[config.mk]
export PLATFORM = sky130hd
export DESIGN_NAME = byte_ram_4x8
export DESIGN_NICKNAME = d
export VERILOG_FILES = /design/src/rtl/byte_ram_4x8.sv
export SDC_FILE = /design/constraint.sdc
export NUM_CORES = 1
export LEC_CHECK = 0
export ABC_AREA = 1
export BUFFER_PORTS_ARGS = -buffer_cell sky130_fd_sc_hd__buf_4
export CORE_MARGIN = 2
export CORE_UTILIZATION = 40
export DETAILED_ROUTE_END_ITERATION = 7
export GPL_ROUTABILITY_DRIVEN = 0
export SETUP_SLACK_MARGIN = 0.3
export SLEW_MARGIN = 40
export SYNTH_ARGS = -nofsm -noshare
export SYNTH_HDL_FRONTEND = slang
export SYNTH_HIERARCHICAL = 1
export SYNTH_SLANG_ARGS = --single-unit
[constraint.sdc]
create_clock -name clk -period 1.6 [get_ports clk]
set_clock_uncertainty 0.05 [all_clocks]
set_input_delay 0.32 -clock clk [delete_from_list [all_inputs] [get_ports clk]]
set_output_delay 0.32 -clock clk [all_outputs]
set_load 0.005 [all_outputs]
[src/rtl/byte_ram_4x8.sv]
// byte_ram_4x8 -- 4-entry x 8-bit flip-flop register-file RAM.
//
// Each word is split into two nibble banks (low = bits 3:0, high = bits 7:4)
// that share one address. A single mode bit picks the operation: read=0
// writes i into mem[select] through a one-hot decoder, read=1 loads the
// addressed word into the output register o through a 4:1 mux.
//
// Ports:
//   clk        in   rising-edge clock
//   clear      in   synchronous active-high reset: zeroes storage and o
//   i          in   write data [DATA_W]
//   select     in   word address [ADDR_W], shared by read and write
//   read       in   mode, 0 = write, 1 = read
//   o          out  registered read data [DATA_W], held during writes
//   parity_err out  BYTE_RAM_PARITY_EN only: registered parity check of
//                   the word last read
//
// Optional feature macro: BYTE_RAM_PARITY_EN. When defined each word carries
// an even-parity bit written with the data and checked on read.

// One nibble bank: DEPTH words of W bits, written through a one-hot enable
// and read combinationally at select.
module byte_ram_bank #(
  parameter int W      = 4,
  parameter int ADDR_W = 2,
  parameter int DEPTH  = 4
) (
  input  logic              clk,
  input  logic              clear,
  input  logic [DEPTH-1:0]  we,
  input  logic [W-1:0]      wdata,
  input  logic [ADDR_W-1:0] select,
  output logic [W-1:0]      rdata
);

  logic [DEPTH-1:0][W-1:0] mem;

  genvar w;
  generate
    for (w = 0; w < DEPTH; w++) begin : g_word
      always_ff @(posedge clk) begin
        if (clear)      mem[w] <= '0;
        else if (we[w]) mem[w] <= wdata;
      end
    end
  endgenerate

  assign rdata = mem[select];

endmodule

module byte_ram_4x8 #(
  parameter int DATA_W = 8,   // must be even: split into two nibble banks
  parameter int ADDR_W = 2
) (
  input  logic              clk,
  input  logic              clear,
  input  logic [DATA_W-1:0] i,
  input  logic [ADDR_W-1:0] select,
  input  logic              read,
`ifdef BYTE_RAM_PARITY_EN
  output logic [DATA_W-1:0] o,
  output logic              parity_err
`else
  output logic [DATA_W-1:0] o
`endif
);

  localparam int DEPTH     = 2 ** ADDR_W;
  localparam int NUM_BANKS = 2;
  localparam int NIB_W     = DATA_W / NUM_BANKS;

  // Write decoder: exactly one word enabled, and only in write mode.
  logic [DEPTH-1:0] we;
  always_comb begin
    we = '0;
    if (!read) we[select] = 1'b1;
  end

  logic [NUM_BANKS-1:0][NIB_W-1:0] bank_rd;
  logic [DATA_W-1:0]               rd_word;

  genvar b;
  generate
    for (b = 0; b < NUM_BANKS; b++) begin : g_bank
      byte_ram_bank #(
        .W      (NIB_W),
        .ADDR_W (ADDR_W),
        .DEPTH  (DEPTH)
      ) u_bank (
        .clk    (clk),
        .clear  (clear),
        .we     (we),
        .wdata  (i[b*NIB_W +: NIB_W]),
        .select (select),
        .rdata  (bank_rd[b])
      );
    end
  endgenerate

  // Bank 0 lands in the low nibble, bank 1 in the high nibble.
  assign rd_word = bank_rd;

  // Output register: only a read cycle loads it, so o holds across writes.
  always_ff @(posedge clk) begin
    if (clear)     o <= '0;
    else if (read) o <= rd_word;
  end

`ifdef BYTE_RAM_PARITY_EN
  // Parity bits share the data decoder. A cleared word is all zeros with
  // parity 0, which is already a consistent even-parity word.
  logic [DEPTH-1:0] par_mem;

  genvar p;
  generate
    for (p = 0; p < DEPTH; p++) begin : g_par
      always_ff @(posedge clk) begin
        if (clear)      par_mem[p] <= 1'b0;
        else if (we[p]) par_mem[p] <= ^i;
      end
    end
  endgenerate

  always_ff @(posedge clk) begin
    if (clear)     parity_err <= 1'b0;
    else if (read) parity_err <= (^rd_word) ^ par_mem[select];
  end
`endif

endmodule

# Yosys cells after proc, flatten, opt, wreduce, memory -nomap -nowiden
# Cells that the tools add are included.
# word_totals
ff_bits	40
inputBits	13
elab_cells	19
out_inout_bits	8
# classes
n_reduce_logical	1
n_mux	7
n_lt_le_gt_ge	2
# op_table
operator	count
binary-select mux 4 bit (select 2 bit)	2
2-to-1 mux 4 bit	3
less-than comparator 2 x 3 -> 1 bit, second input constant	1
demux 1 bit (select 2 bit)	1
>= comparator 2 x 1 -> 1 bit, second input constant	1
logical AND 1 bit	1
2-to-1 mux 1 bit	1

# Logic depth before layout (Yosys ltp)
# logic_depth
depth_word	5
mapped_depth	9
ltp_nobuf	8

# Modules after synthesis
# Netlist, hierarchy kept.
# by_module_without_submodules
module	seq_area_each_um2	instances	cells_each	area_per_inst_um2
byte_ram_bank	320.3	2	117	758.2
byte_ram_4x8	160.2	1	57	364.1

# Worst setup path after synthesis
# No wires, ideal clock.
# synth_path
path_kind	input-to-reg
start	input read
end	register g_bank[0].u_bank/mem[1] in the netlist's numbering
setup_ps	114
stages	5
t_arrival_ps	1351
n_path_buf	1
required_time_ps	1436
path_slack_ps	84
cell_sequence	buf_6 -> nor3_1 -> inv_1 -> nand2_1 -> a21oi_2
# synth_via
elab_chain_cells	1
# synth_rtl
item	line_no	rtl
from (decl)	60	input logic read,
2-to-1 mux 4 bit	77	if (!read) we[select] = 1'b1;
net we[0]	74	logic [DEPTH-1:0] we;
to (signal, indexed assignment)	43	else if (we[w]) mem[w] <= wdata;
to (decl)	36	logic [DEPTH-1:0][W-1:0] mem;
# The timed path passes the listed nets, and every way through them passes these cells.
# A chain may end at the register's enable or synchronous reset.

# Final worst setup path
# layout_path
start	register o[2]
end	output o[2]
# layout_lines
item	line_no	rtl
from (decl)	65	output logic [DATA_W-1:0] o
from (signal assigned)	107	else if (read) o <= rd_word;
# No word-level cell between the ends.

==> run metrics <==
CTS Buf Count=5; Starting Density=0.423; Synth top area share=0.426; top cell family by delay on the critical path=flip-flops; First DRT Iteration DRCs=89; max cap viols=0; post-route ant nets=0; CP arrival=0.73 ns; CTS Sinks=40; TritonCTS clock tree=yes; f_max=906 MHz; Slowest-stage cell, CP=dfxtp_1; VDD IR max=0.392 mV; hold_buf cts=0; filler instances=490; Sequential Area=801 sq um; worst-margin pin slew=0.367 ns; post-route setup TNS=0 ns; first-pass GRT wire length=6980 um; H-tree depth=2; most frequent cells in the layout=nand2_1 (120), inv_1 (53), dfxtp_1 (40); Mapped Area=1880 sq um; Yosys top cell by area=dfxtp_1; antenna fix cells=0; Post-Syn Nets=304; post-layout min period=1.10 ns; Cell variety after synth=10; final setup violation count=0; Final nets=329; Yosys reg bits=40; worst-case clock buffer depth=2; synth warn=6; Die H=72.6 um; via count=1636; GRT Util Overall=0.174; fin crit share=0.690; total grt overflow=0; unrepaired setup endpoints after global routing=false; Post-Route WL=4090 um; FP Rows=24; Worst Setup End Kind=output port; Root Driver=clkbuf_8; share of cells above drive strength 1=0.117; Setup Buffers After CTS=0; Pwr Density=908 nW/um^2; die width=72.6 um; crit-path cells=buf_4; crit path kind=flop to output port; CTS-repair resized insts=0; startpoint types=flop; most common cell after layout, fill and taps aside=nand2_1; pins over their slew limit=0; # IOs=21; DRC=0; Synth Instances=291; Syn-to-layout area delta=13.4%; status=completed; First-pass DRT Iterations=4; HP Class=primary input to flop; Clk Latency, worst-skew pair=0.29 ns; Slew headroom=0.755; initial antenna violation count=0; Synth area leaders=dfxtp_1 (43%), nand2_1 (24%), inv_1 (11%), a21oi_1 (8.0%), buf_6 (4.8%); vias per cell=4.45; area of the multi-input gates=783 sq um; Req. time, crit path=1.23 ns; Worst Path Max Fanout=2; clk slew on worst S/H paths=0.07 ns; dpl hpwl=2870 um; DR WL/cell=11.1 um; Hold Vio Cnt, Final=0; Syn Area/Cell=6.46 sq um; largest net degree at the start of global routing=33; Lkg Pwr=0.951 nW; PortBufs=20; CP peak stage delay=0.34 ns; Pwr Total=1.94 mW; register area share after synthesis=0.426; number of global-route vias before repair=1568; Buf+Inv Stages, Crit Path=1; core area=4440 sq um; DIE AREA=5270 sq um
-- cells in the mapped netlist (all sizes together) --
cell type / instances
nor3: 4
dfxtp: 40
inv: 55
a21oi: 32
nand2: 120
nand3: 16
buf: 8
nor2: 16
-- logic make-up (layout without fill, tap and decap cells) --
group           count (synthesis)  after routing  synth area share
flops                          40             40             0.426
buf+inv                        63             88             0.160
compound gates                 32             32            0.0892
simple gates                  156            156             0.325
-- final timing paths --
path | from | endpoint | slack, ns | cells past startpoint
setup / recovery | o[2]$_SDFFE_PP0P_ | o[2] | 0.50 | 1
setup reg to reg | g_bank[1].u_bank/mem[15]$_SDFFE_PP0P_ | o[7]$_SDFFE_PP0P_ | 0.68 | 8
hold / removal | i[3] | g_bank[0].u_bank/mem[3]$_SDFFE_PP0P_ | 0.26 | 3
hold reg to reg | g_bank[1].u_bank/mem[8]$_SDFFE_PP0P_ | g_bank[1].u_bank/mem[8]$_SDFFE_PP0P_ | 0.41 | 2
-- area by class of cell --
| type | count | share of cell area |
|---|---|---|
| timing repair buffer | 26 | 0.0915 |
| sequential | 40 | 0.375 |
| clock buffer | 6 | 0.0340 |
| clock inverter | 1 | 0.00235 |
| multi-input combinational | 188 | 0.367 |
| tap | 52 | 0.0305 |
| inverter | 55 | 0.0991 |
-- metal layers --
| metal | track usage | up-vias | wire length [um] |
|---|---|---|---|
| met4 | 0.0638 | 0 | 34 |
| li1 | - | 912 | - |
| met2 | 0.276 | 25 | 1870 |
| met3 | 0.0500 | 2 | 158 |
| met1 | 0.225 | 697 | 2030 |
| met5 | 0 | - | 0 |
-- sequential cells by signal (all words and copies together) (netlist names) --
register,cells
g_bank.u_bank/mem,32
o,8
-- power by group --
part	switching (mW)	internal (mW)	leakage [nW]	total, mW
Clock	0.329	0.296	0.0410	0.625
Combinational	0.154	0.103	0.584	0.257
Sequential	0.0188	1.04	0.326	1.05
-- through the flow --
step,cells,worst slack (ns),hold slack [ns],util,cell area (sq um)
final,368,0.496,0.264,0.480,2130
after global routing,368,0.345,0.263,0.480,2130
after CTS,368,0.472,0.255,0.480,2130
after detailed placement,361,0.221,0.402,0.463,2060
after global placement,361,0.232,0.398,0.463,2060
after floorplan,291,0.0943,0.387,-,1890
(Power assumes the default switching activity.)
